--- src/rtl/seq_det_pkg.sv ---
// Shared definitions for the seq_det sequence detector.
// Holds the one-hot state encoding and the idx width helper.
package seq_det_pkg;

    localparam int unsigned ST_W = 5;

    typedef logic [ST_W-1:0] state_t;

    localparam state_t ST_IDLE  = 5'b00001;
    localparam state_t ST_ARM   = 5'b00010;
    localparam state_t ST_TRACK = 5'b00100;
    localparam state_t ST_HIT   = 5'b01000;
    localparam state_t ST_LOCK  = 5'b10000;

    // Bits needed to hold a match count of 0..seq_len inclusive.
    function automatic int unsigned idx_width(input int unsigned seq_len);
        return $clog2(seq_len + 1);
    endfunction

endpackage

--- src/rtl/seq_det_tmo.sv ---
// Inter-symbol idle counter for seq_det_fsm.
// Ports:
//   clk, rst_n  : clock, async active-low reset
//   inc         : advance the idle count by one
//   clr         : zero the count (wins over inc)
//   limit       : idle limit; 0 disables expiry
//   expired_c   : combinational, high when this idle cycle reaches the limit
module seq_det_tmo #(
    parameter int unsigned TMO_W = 8
) (
    input  logic             clk,
    input  logic             rst_n,
    input  logic             inc,
    input  logic             clr,
    input  logic [TMO_W-1:0] limit,
    output logic             expired_c
);

    logic [TMO_W-1:0] count;

    // Idle-cycle counter.
    always_ff @(posedge clk or negedge rst_n) begin
        if (!rst_n) begin
            count <= '0;
        end else if (clr) begin
            count <= '0;
        end else if (inc) begin
            count <= TMO_W'(count + TMO_W'(1));
        end
    end

    // Expiry looks one step ahead so the transition happens on the limit-th idle cycle.
    assign expired_c = (limit != '0) && (TMO_W'(count + TMO_W'(1)) == limit);

endmodule

--- src/rtl/seq_det_fsm.sv ---
// Moore sequence detector: watches a valid-qualified symbol stream for a
// runtime-programmable pattern, with inter-symbol timeout and optional lock.
// Optional feature macro: SEQ_DET_HITCNT_EN adds the saturating hit_cnt port.
// Ports:
//   clk, rst_n   : clock, async active-low reset
//   en           : detector enable; low forces IDLE
//   clr          : sync clear; exits LOCK, zeroes counters
//   sym_vld, sym : symbol strobe and value
//   pattern      : element k at pattern[k*SYM_W +: SYM_W], element 0 first
//   tmo_limit    : max idle cycles between symbols in TRACK; 0 disables
//   lock_on_hit  : 1 sends HIT to LOCK, 0 sends HIT to ARM
//   busy/hit/locked : state decodes (not IDLE / HIT / LOCK)
//   idx          : symbols matched so far
//   hit_cnt      : saturating hit count (macro builds only)
module seq_det_fsm
    import seq_det_pkg::*;
#(
    parameter int unsigned SYM_W   = 2,
    parameter int unsigned SEQ_LEN = 4,
    parameter int unsigned TMO_W   = 8
`ifdef SEQ_DET_HITCNT_EN
    ,
    parameter int unsigned CNT_W   = 8
`endif
) (
    input  logic                       clk,
    input  logic                       rst_n,
    input  logic                       en,
    input  logic                       clr,
    input  logic                       sym_vld,
    input  logic [SYM_W-1:0]           sym,
    input  logic [SEQ_LEN*SYM_W-1:0]   pattern,
    input  logic [TMO_W-1:0]           tmo_limit,
    input  logic                       lock_on_hit,
    output logic                       busy,
    output logic                       hit,
    output logic                       locked,
    output logic [idx_width(SEQ_LEN)-1:0] idx
`ifdef SEQ_DET_HITCNT_EN
    ,
    output logic [CNT_W-1:0]           hit_cnt
`endif
);

    localparam int unsigned IDX_W = idx_width(SEQ_LEN);

    state_t             state;
    state_t             state_nxt;
    logic [IDX_W-1:0]   idx_nxt;
    logic [SYM_W-1:0]   exp_sym;
    logic [SYM_W-1:0]   first_sym;
    logic               tmo_inc;
    logic               tmo_clr;
    logic               tmo_expired_c;

    seq_det_tmo #(
        .TMO_W (TMO_W)
    ) u_tmo (
        .clk       (clk),
        .rst_n     (rst_n),
        .inc       (tmo_inc),
        .clr       (tmo_clr),
        .limit     (tmo_limit),
        .expired_c (tmo_expired_c)
    );

    // Pattern element expected at the current match position.
    always_comb begin
        first_sym = pattern[SYM_W-1:0];
        exp_sym   = pattern[SYM_W-1:0];
        for (int k = 0; k < int'(SEQ_LEN); k++) begin
            if (idx == IDX_W'(k)) begin
                exp_sym = pattern[k*SYM_W +: SYM_W];
            end
        end
    end

    // Next-state, idx and timeout control.
    always_comb begin
        state_nxt = ST_IDLE;
        idx_nxt   = '0;
        tmo_inc   = 1'b0;
        tmo_clr   = 1'b1;

        if (!en) begin
            state_nxt = ST_IDLE;
        end else if (clr) begin
            state_nxt = ST_ARM;
        end else begin
            case (state)
                ST_IDLE: begin
                    state_nxt = ST_ARM;
                end
                ST_ARM: begin
                    state_nxt = ST_ARM;
                    if (sym_vld && (sym == first_sym)) begin
                        idx_nxt   = IDX_W'(1);
                        state_nxt = (SEQ_LEN == 1) ? ST_HIT : ST_TRACK;
                    end
                end
                ST_TRACK: begin
                    state_nxt = ST_TRACK;
                    idx_nxt   = idx;
                    if (sym_vld) begin
                        if (sym == exp_sym) begin
                            idx_nxt = IDX_W'(idx + IDX_W'(1));
                            if (idx == IDX_W'(SEQ_LEN - 1)) begin
                                state_nxt = ST_HIT;
                            end
                        end else if (sym == first_sym) begin
                            // Simple restart on the first element, no overlap search.
                            idx_nxt = IDX_W'(1);
                        end else begin
                            idx_nxt   = '0;
                            state_nxt = ST_ARM;
                        end
                    end else if (tmo_expired_c) begin
                        idx_nxt   = '0;
                        state_nxt = ST_ARM;
                    end else begin
                        tmo_inc = 1'b1;
                        tmo_clr = 1'b0;
                    end
                end
                ST_HIT: begin
                    state_nxt = lock_on_hit ? ST_LOCK : ST_ARM;
                end
                ST_LOCK: begin
                    state_nxt = ST_LOCK;
                end
                default: begin
                    state_nxt = ST_IDLE;
                end
            endcase
        end
    end

    // State register and state-decoded outputs, all loaded from the same next state.
    always_ff @(posedge clk or negedge rst_n) begin
        if (!rst_n) begin
            state  <= ST_IDLE;
            idx    <= '0;
            busy   <= 1'b0;
            hit    <= 1'b0;
            locked <= 1'b0;
        end else begin
            state  <= state_nxt;
            idx    <= idx_nxt;
            busy   <= (state_nxt != ST_IDLE);
            hit    <= (state_nxt == ST_HIT);
            locked <= (state_nxt == ST_LOCK);
        end
    end

`ifdef SEQ_DET_HITCNT_EN
    // Saturating hit counter; survives en==0, cleared only by clr or reset.
    always_ff @(posedge clk or negedge rst_n) begin
        if (!rst_n) begin
            hit_cnt <= '0;
        end else if (en && clr) begin
            hit_cnt <= '0;
        end else if ((state_nxt == ST_HIT) && (hit_cnt != '1)) begin
            hit_cnt <= CNT_W'(hit_cnt + CNT_W'(1));
        end
    end
`endif

endmodule
--- config.mk ---
export PLATFORM = sky130hd
export DESIGN_NAME = seq_det_fsm
export DESIGN_NICKNAME = d
export VERILOG_FILES = /design/src/rtl/seq_det_pkg.sv /design/src/rtl/seq_det_tmo.sv /design/src/rtl/seq_det_fsm.sv
export SDC_FILE = /design/constraint.sdc
export NUM_CORES = 1
export LEC_CHECK = 0
export CORE_MARGIN = 4
export CORE_UTILIZATION = 40
export DETAILED_ROUTE_END_ITERATION = 12
export GPL_ROUTABILITY_DRIVEN = 0
export PLACE_DENSITY = 0.79
export SYNTH_ARGS = -nofsm -noshare
export SYNTH_HDL_FRONTEND = slang
export SYNTH_SLANG_ARGS = --single-unit
--- constraint.sdc ---
create_clock -name clk -period 2.2 [get_ports clk]
set_input_delay 0.44 -clock clk [delete_from_list [all_inputs] [get_ports clk]]
set_output_delay 0.44 -clock clk [all_outputs]
set_load 0.005 [all_outputs]
# After elaboration in Yosys (flattened, before gate mapping)
# Index checks and enable logic that the tools add are counted.
[totals]
romBits = 0
out_inout_bits = 6
input_bits = 24
regBits = 19
mem_bits_rw = 0
n_memories = 0
word_cells = 60
latchBits = 0
[op_classes]
muxes = 33
reduce_logical = 4
mul = 0
add_sub_neg = 2
n_div = 0
n_shift = 0
bitwise_logic = 0
eq_ne = 15
magnitude_cmp = 0
[op_table]
columns = ["op", "count"]
rows = [
  ["$mux 5", 5],
  ["$pmux 5 s5", 1],
  ["$mux 3", 8],
  ["$mux 8", 2],
  ["$mux 1", 12],
  ["$eq 5x4->1 const B", 2],
  ["$eq 5x5->1 const B", 2],
  ["$add 8x1->8 const B", 1],
  ["$eq 8x8->1", 1],
  ["$reduce_bool 8->1", 1],
  ["$eq 3x2->1 const B", 2],
  ["$mux 2", 3],
  ["$pmux 3 s2", 1],
  ["$eq 5x1->1 const B", 1],
  ["$eq 5x2->1 const B", 1],
  ["$eq 5x3->1 const B", 1],
  ["$ne 5x1->1 const B", 1],
  ["$ne 5x5->1 const B", 1],
  ["$eq 2x2->1", 2],
  ["$mux 4", 1],
  ["$add 3x1->3 const B", 1],
  ["$eq 3x1->1 const B", 1],
  ["$logic_and 1x1->1", 2],
  ["$reduce_bool 2->1", 1],
]

# Longest topological paths before layout
[depth]
word_depth = 11
ltp_mapped = 8
ltp_nobuf = 8

# Cells and area by module
# Synthesis repeated with hierarchy kept, for this count alone.
[unflattened]
cells_unflattened = 183
hier_area_um2 = 1532.7
[modules_own_cells]
columns = ["mod", "cells_each", "n_inst", "area_per_inst_um2", "seq_area_each_um2"]
rows = [
  ["seq_det_fsm", 106, 1, 880.8, 276.5],
  ["seq_det_tmo", 77, 1, 651.9, 200.2],
]

# Worst setup path before layout
# Ideal clock, no wire load.
[synth_timing]
path_kind = "register to register"
from = "reg u_tmo.count[0]"
to = "reg state[2]"
required_time_ps = 2076
n_path_buf = 0
arrival_time_ps = 1988
period_less_slack_ps = 2112
path_stages_with_launch = 8
path_slack_ps = 88
setup_time_ps = 124
cell_sequence = "dfrtp_1 ha_1 xor3_1 a21oi_2 o2111ai_2 nor4_4 a21oi_2 o31a_1"
[synth_between]
elab_chain_cells = 8
[synth_lines]
columns = ["element", "line_no", "text"]
rows = [
  ["start: declaration", "seq_det_tmo.sv:19", "logic [TMO_W-1:0] count;"],
  ["start signal: assignment", "seq_det_tmo.sv:28", "count <= TMO_W'(count + TMO_W'(1));"],
  ["$add 8x1->8", "seq_det_tmo.sv:33", "assign expired_c = (limit != '0) && (TMO_W'(count + TMO_W'(1)) == limit);"],
  ["$eq 8x8->1", "seq_det_tmo.sv:33", ""],
  ["$logic_and 1x1->1", "seq_det_tmo.sv:33", ""],
  ["$mux 3", "seq_det_fsm.sv:117", "end else if (tmo_expired_c) begin"],
  ["$mux 5", "seq_det_fsm.sv:104", "if (sym_vld) begin"],
  ["$pmux 5 s5", "seq_det_fsm.sv:90", "case (state)"],
  ["$mux 5", "seq_det_fsm.sv:87", "end else if (clr) begin"],
  ["$mux 5", "seq_det_fsm.sv:85", "if (!en) begin"],
  ["via state_nxt[2]", "seq_det_fsm.sv:48", "state_t state_nxt;"],
  ["end signal: assignment", "seq_det_fsm.sv:147", "state <= state_nxt;"],
  ["end: declaration", "seq_det_fsm.sv:47", "state_t state;"],
]
# The timed path passes the listed nets, and every way through them passes these cells.
# A chain may end at the register's enable or synchronous reset.

# Final worst setup path
[layout_timing]
from = "reg idx[0]"
to = "reg state[2]"
[layout_between]
elab_chain_cells = 10
elab_cells_between_ends = 13
cone_classes = "eq/ne: 4; mux: 9"
[layout_lines]
columns = ["element", "line_no", "text"]
rows = [
  ["start: declaration", "seq_det_fsm.sv:38", "output logic [idx_width(SEQ_LEN)-1:0] idx"],
  ["start signal: assignment", "seq_det_fsm.sv:148", "idx <= idx_nxt;"],
  ["$eq 3x1->1", "seq_det_fsm.sv:72", "if (idx == IDX_W'(k)) begin"],
  ["$mux 2 (3 in a row)", "seq_det_fsm.sv:72", ""],
  ["$eq 2x2->1", "seq_det_fsm.sv:105", "if (sym == exp_sym) begin"],
  ["$mux 5 *", "seq_det_fsm.sv:105", ""],
  ["$mux 5 *", "seq_det_fsm.sv:104", ""],
  ["$pmux 5 s5 *", "seq_det_fsm.sv:90", ""],
  ["$mux 5 *", "seq_det_fsm.sv:87", ""],
  ["$mux 5 *", "seq_det_fsm.sv:85", ""],
  ["via state_nxt[2]", "seq_det_fsm.sv:48", ""],
]
# The timed path passes the listed nets; every way through them passes the cells marked *.

==> run metrics <==
status=completed; wire per inst=14.4 um; Nets=244; clock tree buffer depth=2; first-pass GRT wire length=6280 um; post-synthesis mux area share=0.648%; FF-to-FF setup slack=50 ps; YS warnings=0; syn nets=194; CP arrival=2300 ps; CP Launch Point=idx[0]; Detailed Routing Iterations Pass 1=4; final setup fails=0; simple-gate area share of the yosys netlist=26.4%; peak supply drop=0.308 mV; Critical R2R Capture=state[2]; WS Path Type=reg -> reg; share of layout cells above drive strength 1=29.9%; core area=0.00369 mm^2; Die Wd=70.1 um; Cells after DPL=252; Cell variety after synth=60; Internal Power=565 uW; MaxCap Viol Count=0; adder-cell share of the synthesized area=4.05%; CTS HTree Levels=1; P_sw=192 uW; global route total overflow=0; largest net degree at the start of global routing=20; I/O Pins=30; CTS sink cnt=19; WP data required=2350 ps; fillers=326; Hold Fails Final Rpt=0; startpoint types=flop; Cell Pwr Density=350 mW/mm^2; Worst-Margin Slew=464 ps; Leak=0.000885 uW; XOR/XNOR Fraction of Synth Area=10.4%; period utilization=97.6%; Critical Path Fanout Max=7; Compound-Gate Fraction of Synth Area=22.4%; Worst R2R Path Depth=8; average size of a mapped cell=9.36 um^2; Reg2Reg Launch Point=idx[0]; initial antenna violation count=0; Routed WL=3780 um; sequential area share after synthesis=30.9%; Max Slew Vio Count=0; Fin Clk Skew=2.07 ps; CTS tree=done; vias in the first global route=1353; clock transition at the registers of the reported paths=70 ps; Net Sw Frac=25.4%; row count=22; largest family of logic cells by synthesized area=simple AND/OR/NAND/NOR gates; via count=1434; Mapped Cells=165; initial cell density of the core=41.9%; DRT antenna net count=0; number of synthesized register bits=19; chip height=70.1 um; vias per cell=5.47; min-delay worst type=in -> async; power share of the combinational group=19.2%; full die area=0.00492 mm^2; ys async rst share=100%; Detailed Place HPWL=2830 um; hold buffer count at CTS=0; clock power share=32.8%; Total Routing Usage GR=15.3%; Seq pwr share=48.0%; Synth-to-Final Area Change=39.9%; Non-Filler Instances=262; DR iter-0 viols=146; antenna cells=0; Period minus WS final=2150 ps; Num CTS Buffers=3; Worst slew margin=68.7%; Synth Flop Type=dfrtp_1; EDFF count, synth=0; Max Clk Rate=0.466 GHz; port bufs=29; setup TNS=0 ps; Setup crit end kind=flop; Clock Latency Late Sink=260 ps; CTS Root Cell=clkbuf_8; DRC violation count after routing=0; setup repair after global routing missed its margin=true; mapped cell area=0.00154 mm^2
-- synth_stat cells, types with 4 or more instances --
master / number / area, um^2
dfrtp_1: 18 / 450
nand2_1: 9 / 33.8
nand3b_1: 4 / 30.0
ha_1: 5 / 62.6
nand4_1: 4 / 25.0
nor2_1: 8 / 30.0
o21ai_0: 8 / 40.0
a21oi_2: 4 / 35.0
buf_2: 4 / 20.0
xor2_1: 9 / 78.8
and3_2: 6 / 45.0
inv_1: 9 / 33.8
nor3_1: 8 / 40.0
xnor2_1: 4 / 35.0
-- timing repair --
action | in CTS | in global routing
pin swaps | 3 | 3
endpoints found under the setup margin | 2 | 15
setup buffers | 4 | 2
gates cloned | 0 | 0
resized for setup | 4 | 19
-- power by group through the flow --
stage / sequential, uW / combinational (uW) / clock (uW)
final: 363 / 145 / 248
after global routing: 364 / 158 / 262
after CTS: 362 / 142 / 257
after detailed placement: 369 / 142 / 0
after global placement: 369 / 139 / 0
after floorplan: 365 / 58.3 / 0
-- layout make-up --
| class | count | area [um^2] | area share (%) |
|---|---|---|---|
| tap | 48 | 60.1 | 2.78 |
| multi-input combinational | 129 | 1070 | 49.5 |
| clock inverter | 1 | 5.00 | 0.232 |
| clock buffer | 3 | 41.3 | 1.91 |
| sequential | 19 | 480 | 22.2 |
| timing repair buffer | 53 | 470 | 21.8 |
| inverter | 9 | 33.8 | 1.56 |
-- metal layers --
metal,track usage (%),up-vias,routed length [um]
li1,-,721,-
met2,24.6,21,1840
met5,0,-,0
met1,21.3,692,1800
met4,2.98,0,0
met3,3.02,0,137
-- how the worst max path moves through the flow --
stage | cells past startpoint | end
after floorplan | 7 | state[2]
after global placement | 7 | state[2]
after detailed placement | 7 | state[2]
after CTS | 8 | state[2]
after global routing | 10 | idx[2]
final | 8 | state[2]
-- state kept, by name (all words and copies together) (netlist names) --
| register | count |
|---|---|
| busy | 1 |
| hit | 1 |
| idx | 3 |
| locked | 1 |
| state | 5 |
| u_tmo.count | 8 |
-- critical path: stages (launching register included) --
cell	delay [ps]
dfrtp_2	440
inv_2	80
ha_4	190
o21ba_4	200
or4_4	500
o211ai_1	120
a211o_2	220
nor3_2	60
o31a_1	230
-- cell families after synthesis --
group           after synthesis
mux                           1
fa+ha+maj                     5
compound gates               44
simple gates                 64
buf+inv                      17
xor+xnor                     15
flops                        19
-- through the flow --
| step | cell area [um^2] | power [uW] | hold WS, ps | utilization [%] | setup WS (ps) |
|---|---|---|---|---|---|
| floorplan | 1540 | 424 | 144 | - | 88.0 |
| global placement | 1980 | 508 | 693 | 53.8 | -267 |
| detailed placement | 1980 | 511 | 703 | 53.8 | -327 |
| CTS | 2070 | 762 | 520 | 56.2 | 11.4 |
| global route | 2160 | 784 | 552 | 58.5 | -15.3 |
| finish | 2160 | 756 | 517 | 58.5 | 52.2 |
-- cells in the final DEF (no fill, tap or decap), types with 4 or more instances in the layout --
master and instances:
clkdlybuf4s50_1 29, buf_4 24, dfrtp_1 15, nand2_1 9, xor2_1 9, nor2_1 8, inv_1 7, o21ai_0 7
nor3_1 6, and3_2 6, xnor2_1 4, nand3b_1 4, nand4_1 4
Power figures use the tool's default switching activity.
